==> src/rtl/alu_pkg.sv <==
// Shared definitions for the ALU arbiter slice: ALUop and FuncCode
// encodings, the response-slot state encoding and the perf counter helper.
package alu_pkg;

    // ALUop encodings as produced by the control unit
    localparam logic [3:0] ALU_OP_AND   = 4'b0000;
    localparam logic [3:0] ALU_OP_OR    = 4'b0001;
    localparam logic [3:0] ALU_OP_ADD   = 4'b0010;
    localparam logic [3:0] ALU_OP_SUB   = 4'b0110;
    localparam logic [3:0] ALU_OP_SLT   = 4'b0111;
    localparam logic [3:0] ALU_OP_NOR   = 4'b1100;
    localparam logic [3:0] ALU_OP_RTYPE = 4'b1111;

    // Driven on the shared ALU when nobody is granted; carries no side effects
    localparam logic [3:0] ALU_OP_IDLE  = 4'b0000;

    // R-type FuncCode values decoded by ALUControl when ALUop is RTYPE
    localparam logic [5:0] FUNC_ADD = 6'b100000;
    localparam logic [5:0] FUNC_SUB = 6'b100010;
    localparam logic [5:0] FUNC_AND = 6'b100100;
    localparam logic [5:0] FUNC_OR  = 6'b100101;
    localparam logic [5:0] FUNC_NOR = 6'b100111;
    localparam logic [5:0] FUNC_SLT = 6'b101010;

    // Occupancy of a per-requester response slot
    typedef enum logic {
        SLOT_EMPTY = 1'b0,
        SLOT_FULL  = 1'b1
    } slot_state_t;

    localparam int PERF_CNT_W = 16;

    // Increment that sticks at all-ones instead of wrapping
    function automatic logic [PERF_CNT_W-1:0] sat_inc(input logic [PERF_CNT_W-1:0] value);
        if (value == {PERF_CNT_W{1'b1}}) begin
            return value;
        end
        return value + 1'b1;
    endfunction

endpackage

==> src/rtl/alu_resp_slot.sv <==
// Per-requester response holding register: captures the ALU result and
// flags on load and keeps them until the requester acknowledges.
// A load in the same cycle as an ack wins, so the slot stays full.
module alu_resp_slot
    import alu_pkg::*;
#(
    parameter int WIDTH = 32
) (
    input  logic             clk,
    input  logic             rst,
    input  logic             load,
    input  logic             ack,
    input  logic [WIDTH-1:0] load_result,
    input  logic             load_zero,
    input  logic             load_ovf,
    output logic             valid,
    output logic [WIDTH-1:0] result,
    output logic             zero,
    output logic             ovf
);

    slot_state_t state;
    slot_state_t state_next;

    // Occupancy register, cleared asynchronously so in-flight results are dropped
    always_ff @(posedge clk or posedge rst) begin
        if (rst) begin
            state <= SLOT_EMPTY;
        end else begin
            state <= state_next;
        end
    end

    // Load refills (or overwrites) the slot; an ack alone empties it
    always_comb begin
        state_next = state;
        if (load) begin
            state_next = SLOT_FULL;
        end else if (ack) begin
            state_next = SLOT_EMPTY;
        end
    end

    // Payload capture; the value simply persists while no load occurs
    always_ff @(posedge clk or posedge rst) begin
        if (rst) begin
            result <= '0;
            zero   <= 1'b0;
            ovf    <= 1'b0;
        end else if (load) begin
            result <= load_result;
            zero   <= load_zero;
            ovf    <= load_ovf;
        end
    end

    assign valid = (state == SLOT_FULL);

endmodule

==> src/rtl/alu_arbiter.sv <==
// Round-robin arbiter sharing one ALUControl/ALU pair between the execute
// stage (port 0) and the branch/address unit (port 1). Results land in a
// per-port response slot held until acknowledged.
// Optional build macro ALU_ARB_PERF_EN adds saturating conflict/stall counters.
module alu_arbiter
    import alu_pkg::*;
#(
    parameter int WIDTH = 32
) (
    input  logic             CLK,
    input  logic             Reset,
    input  logic             ReqValid0,
    input  logic             ReqValid1,
    output logic             ReqReady0,
    output logic             ReqReady1,
    input  logic [3:0]       ReqALUop0,
    input  logic [3:0]       ReqALUop1,
    input  logic [5:0]       ReqFunc0,
    input  logic [5:0]       ReqFunc1,
    input  logic [WIDTH-1:0] ReqA0,
    input  logic [WIDTH-1:0] ReqB0,
    input  logic [WIDTH-1:0] ReqA1,
    input  logic [WIDTH-1:0] ReqB1,
    output logic             RespValid0,
    output logic             RespValid1,
    input  logic             RespAck0,
    input  logic             RespAck1,
    output logic [WIDTH-1:0] RespResult0,
    output logic [WIDTH-1:0] RespResult1,
    output logic             RespZero0,
    output logic             RespZero1,
    output logic             RespOvf0,
    output logic             RespOvf1,
    output logic [3:0]       AluOp,
    output logic [5:0]       AluFunc,
    output logic [WIDTH-1:0] AluA,
    output logic [WIDTH-1:0] AluB,
    input  logic [WIDTH-1:0] AluResult,
    input  logic             AluZero,
    input  logic             AluOvf
`ifdef ALU_ARB_PERF_EN
    ,
    output logic [15:0]      ConflictCnt,
    output logic [15:0]      StallCnt0,
    output logic [15:0]      StallCnt1
`endif
);

    logic pri;
    logic pri_next;
    logic elig0;
    logic elig1;
    logic grant0;
    logic grant1;

    // Eligibility and round-robin grant; a port whose slot is full can only
    // win if it frees the slot with an ack in the same cycle
    always_comb begin
        elig0  = ReqValid0 && (!RespValid0 || RespAck0) && !Reset;
        elig1  = ReqValid1 && (!RespValid1 || RespAck1) && !Reset;
        grant0 = 1'b0;
        grant1 = 1'b0;
        if (elig0 && elig1) begin
            grant0 = !pri;
            grant1 = pri;
        end else begin
            grant0 = elig0;
            grant1 = elig1;
        end
        pri_next = pri;
        if (grant0) begin
            pri_next = 1'b1;
        end else if (grant1) begin
            pri_next = 1'b0;
        end
    end

    // Priority pointer; reset favours port 0
    always_ff @(posedge CLK or posedge Reset) begin
        if (Reset) begin
            pri <= 1'b0;
        end else begin
            pri <= pri_next;
        end
    end

    assign ReqReady0 = grant0;
    assign ReqReady1 = grant1;

    // Shared datapath mux; idle cycles park on port 0 with a harmless ALUop
    always_comb begin
        AluOp   = ALU_OP_IDLE;
        AluFunc = ReqFunc0;
        AluA    = ReqA0;
        AluB    = ReqB0;
        if (Reset) begin
            AluFunc = '0;
            AluA    = '0;
            AluB    = '0;
        end else if (grant1) begin
            AluOp   = ReqALUop1;
            AluFunc = ReqFunc1;
            AluA    = ReqA1;
            AluB    = ReqB1;
        end else if (grant0) begin
            AluOp   = ReqALUop0;
        end
    end

    alu_resp_slot #(.WIDTH(WIDTH)) u_slot0 (
        .clk         (CLK),
        .rst         (Reset),
        .load        (grant0),
        .ack         (RespAck0),
        .load_result (AluResult),
        .load_zero   (AluZero),
        .load_ovf    (AluOvf),
        .valid       (RespValid0),
        .result      (RespResult0),
        .zero        (RespZero0),
        .ovf         (RespOvf0)
    );

    alu_resp_slot #(.WIDTH(WIDTH)) u_slot1 (
        .clk         (CLK),
        .rst         (Reset),
        .load        (grant1),
        .ack         (RespAck1),
        .load_result (AluResult),
        .load_zero   (AluZero),
        .load_ovf    (AluOvf),
        .valid       (RespValid1),
        .result      (RespResult1),
        .zero        (RespZero1),
        .ovf         (RespOvf1)
    );

`ifdef ALU_ARB_PERF_EN
    // Saturating counters of contended cycles and of per-port waiting cycles
    always_ff @(posedge CLK or posedge Reset) begin
        if (Reset) begin
            ConflictCnt <= '0;
            StallCnt0   <= '0;
            StallCnt1   <= '0;
        end else begin
            if (elig0 && elig1) begin
                ConflictCnt <= sat_inc(ConflictCnt);
            end
            if (ReqValid0 && !grant0) begin
                StallCnt0 <= sat_inc(StallCnt0);
            end
            if (ReqValid1 && !grant1) begin
                StallCnt1 <= sat_inc(StallCnt1);
            end
        end
    end
`endif

endmodule

==> config.mk <==
export PLATFORM = sky130hd
export DESIGN_NAME = alu_arbiter
export DESIGN_NICKNAME = d
export VERILOG_FILES = /design/src/rtl/alu_pkg.sv /design/src/rtl/alu_resp_slot.sv /design/src/rtl/alu_arbiter.sv
export SDC_FILE = /design/constraint.sdc
export NUM_CORES = 1
export LEC_CHECK = 0
export CORE_AREA = 2 2 129 131
export CTS_BUF_LIST = sky130_fd_sc_hd__clkbuf_8
export DETAILED_ROUTE_END_ITERATION = 12
export DIE_AREA = 0 0 131 133
export SLEW_MARGIN = 5
export SYNTH_ARGS = -nofsm -noshare
export SYNTH_HDL_FRONTEND = slang
export SYNTH_SLANG_ARGS = --single-unit
==> constraint.sdc <==
create_clock -name CLK -period 4.38 [get_ports CLK]
set_input_delay 0.657 -clock CLK [delete_from_list [all_inputs] [get_ports CLK]]
set_output_delay 0.657 -clock CLK [all_outputs]
set_load 0.02 [all_outputs]
==> results by group <==
Route
  – Drt wl/cell: 15.84 µm
  – DRC viols: 0
  – Starting DRT DRC Count: 213
  – Remaining antenna violation count: 0
  – Vias per inst: 4.372
  – Post-Route WL: 16030 µm
  – DR pass1 iterations: 4
  – Routed vias: 4424

STA
  – Setup tns final: 0 ns
  – Slew @ Worst Pin: 0.9216 ns
  – Rel. slew slack: 38.56%
  – Max Slew Vio Count: 0
  – Max Clk Rate: 268.5 MHz
  – Period utilization: 85.02%
  – Final Hold Violating Endpoints: 0
  – Clk_skew: 0.01683 ns
  – RSZ-0062 raised after global routing: false
  – Final setup viols: 0
  – Final min period: 3.724 ns

CTS
  – CTS max path bufs: 2
  – TritonCTS clock tree: yes
  – CTS Hold Bufs: 0
  – Root Driver: clkbuf_8
  – CTS Buf Count: 9
  – Setup repair bufs after CTS: 0
  – Htree depth: 3
  – CTS Sinks: 71
  – Clk_lat worst skew: 0.38 ns
  – Post-CTS Resized: 0
  – CTS clk-pin slew, worst paths: 0.08 ns

Synthesis
  – Synth Area per Inst: 8.212 µm²
  – Synth Register Bits: 71
  – Syn Inst Count: 469
  – Post-synthesis sequential area ratio: 46.13%
  – Synth warn: 0
  – Post-synth top area cell: dfrtp_1
  – Dominant cells by area after synthesis: dfrtp_1 46%, nand2_1 24%, mux2_4 11%
  – Post-synthesis cell area: 3851 µm²
  – Synth cell types: 20
  – Top cell type's share of synthesized area: 46.13%
  – Post-Syn Nets: 657

Global route
  – Initial antenna violation count: 0
  – Vias in the first global route: 4450
  – Pin count of the biggest net entering global routing: 72
  – First-pass GRT wire length: 23380 µm
  – GRT Total Usage: 17.42%
  – Global route total overflow: 0

Critical path
  – WP data required: 3.72 ns
  – R2r endpoint: u_slot0.ovf
  – CP Launch Type: primary input
  – Flop-to-flop setup slack: 2.41 ns
  – Critical Path Sink Type: output port
  – Critical Path AT: 3.07 ns
  – Cells on worst reg2reg path: 5
  – CP Class: in2out
  – Reg2reg start: u_slot1.valid
  – Max FO, Critical Path: 50

Final layout
  – Fillers: 1533
  – Commonest non-fill, non-tap cells in the layout: 332 x clkdlybuf4s50_1, 244 x nand2_1, 71 x dfrtp_1
  – Finished Cell Area: 7531 µm²
  – Nets: 975
  – Share of cells above drive strength 1: 8.081%
  – Area delta synth->final: 95.55%
  – Most common cell after layout, fill and taps aside: clkdlybuf4s50_1
  – N_diodes: 0
  – Finished Layout Cells: 1012

Place
  – Placed cell area: 7341 µm²
  – Port Buffers: 333
  – DP Cell Count: 996
  – Placer Congestion: 0.9699
  – Post-DP HPWL: 11920 µm

Floorplanning
  – Core area: 16170 µm²
  – Row count: 47
  – Initial Util: 23.81%
  – Die area: 17420 µm²
  – Die W: 131 µm
  – Top Ports: 334
  – DIE HEIGHT: 133 µm

Power
  – Leak: 0.003317 µW
  – Power Density: 350.7 nW/µm²
  – VDD IR-drop max: 237.6 µV

Hold path
  – Hold crit path type: reg2reg
  – Hold path depth: 2
  – Hold Startpoint: u_slot1.result[28]
  – Min-Delay Endpoint: u_slot1.result[28]

Job
  – Max-cap violations: 0

Status
  – Outcome: completed
per-stage QoR:
| stage | power (µW) | setup slack, ns | hold WS (ns) | utilization, % |
|---|---|---|---|---|
| floorplan | 1475 | 0.1559 | 0.4766 | - |
| global placement | 2136 | 0.6659 | 0.4583 | 45.39 |
| detailed placement | 2145 | 0.6388 | 0.4619 | 45.39 |
| CTS | 2678 | 0.6364 | 0.4819 | 46.57 |
| global route | 2783 | 0.5042 | 0.5053 | 46.57 |
| finish | 2641 | 0.6561 | 0.4790 | 46.57 |
power by group:
part           internal (µW)  switching, µW  total, µW
Sequential               807           89.5        897
Combinational            652            580       1230
Clock                    230            283        512
Total                   1690            952       2640
flip-flops by register name, summed over array words and instances, names as in the netlist:
name            cells
pri                 1
u_slot1.result     32
u_slot0.zero        1
u_slot0.result     32
u_slot1.zero        1
u_slot1.valid       1
u_slot0.valid       1
u_slot0.ovf         1
u_slot1.ovf         1
logic make-up (layout without fill, tap and decap cells):
logic type | after synthesis | count (layout) | synth area share (%)
simple gates | 252 | 252 | 25.37
compound gates | 76 | 76 | 10.53
flops | 71 | 71 | 46.13
buf+inv | 36 | 359 | 5.198
mux | 34 | 34 | 12.77
worst max-delay path by stage:
stage / start / end / depth (start not counted)
floorplan: Reset / AluOp[0] / 6
global placement: RespAck0 / AluB[7] / 7
detailed placement: RespAck0 / AluB[7] / 7
CTS: RespAck0 / AluB[7] / 7
global route: RespAck0 / AluB[12] / 8
finish: RespAck0 / AluB[7] / 7
critical path, cell delays in order:
cell and delay [ns]:
clkdlybuf4s50_1 0.51, nor2b_1 0.09, o211ai_4 0.22, buf_4 0.49
nand2_1 0.10, a21oi_1 0.27, clkdlybuf4s50_1 0.66
area by class of cell:
| class | instances | area [µm²] | share of cell area [%] |
|---|---|---|---|
| sequential | 71 | 1777 | 23.59 |
| tap | 220 | 275.3 | 3.655 |
| timing repair buffer | 340 | 3393 | 45.06 |
| clock inverter | 6 | 52.55 | 0.6978 |
| inverter | 3 | 12.51 | 0.1661 |
| multi-input combinational | 362 | 1883 | 25.00 |
| clock buffer | 10 | 137.6 | 1.828 |
cell usage after synthesis:
| library cell | n |
|---|---|
| nand2_1 | 244 |
| dfrtp_1 | 71 |
| a21oi_1 | 70 |
| mux2_4 | 29 |
| buf_2 | 16 |
| clkbuf_1 | 8 |
| buf_4 | 6 |
| mux2_2 | 5 |
| a22o_1 | 4 |
| buf_6 | 3 |
| nand2b_1 | 3 |
| inv_2 | 2 |
| and3_1 | 1 |
| clkinv_1 | 1 |
| nand2_4 | 1 |
| nand3_1 | 1 |
| nor2b_1 | 1 |
| nor2b_4 | 1 |
| o211ai_2 | 1 |
| o21a_1 | 1 |
per-layer routing:
layer | vias up | wire, µm | global-route usage (%)
li1 | 2137 | - | -
met1 | 2057 | 6129 | 18.92
met2 | 203 | 7926 | 31.15
met3 | 27 | 1649 | 5.904
met4 | 0 | 325 | 6.087
met5 | - | 0 | 0
Note: power is estimated with default switching activity, not from simulation.
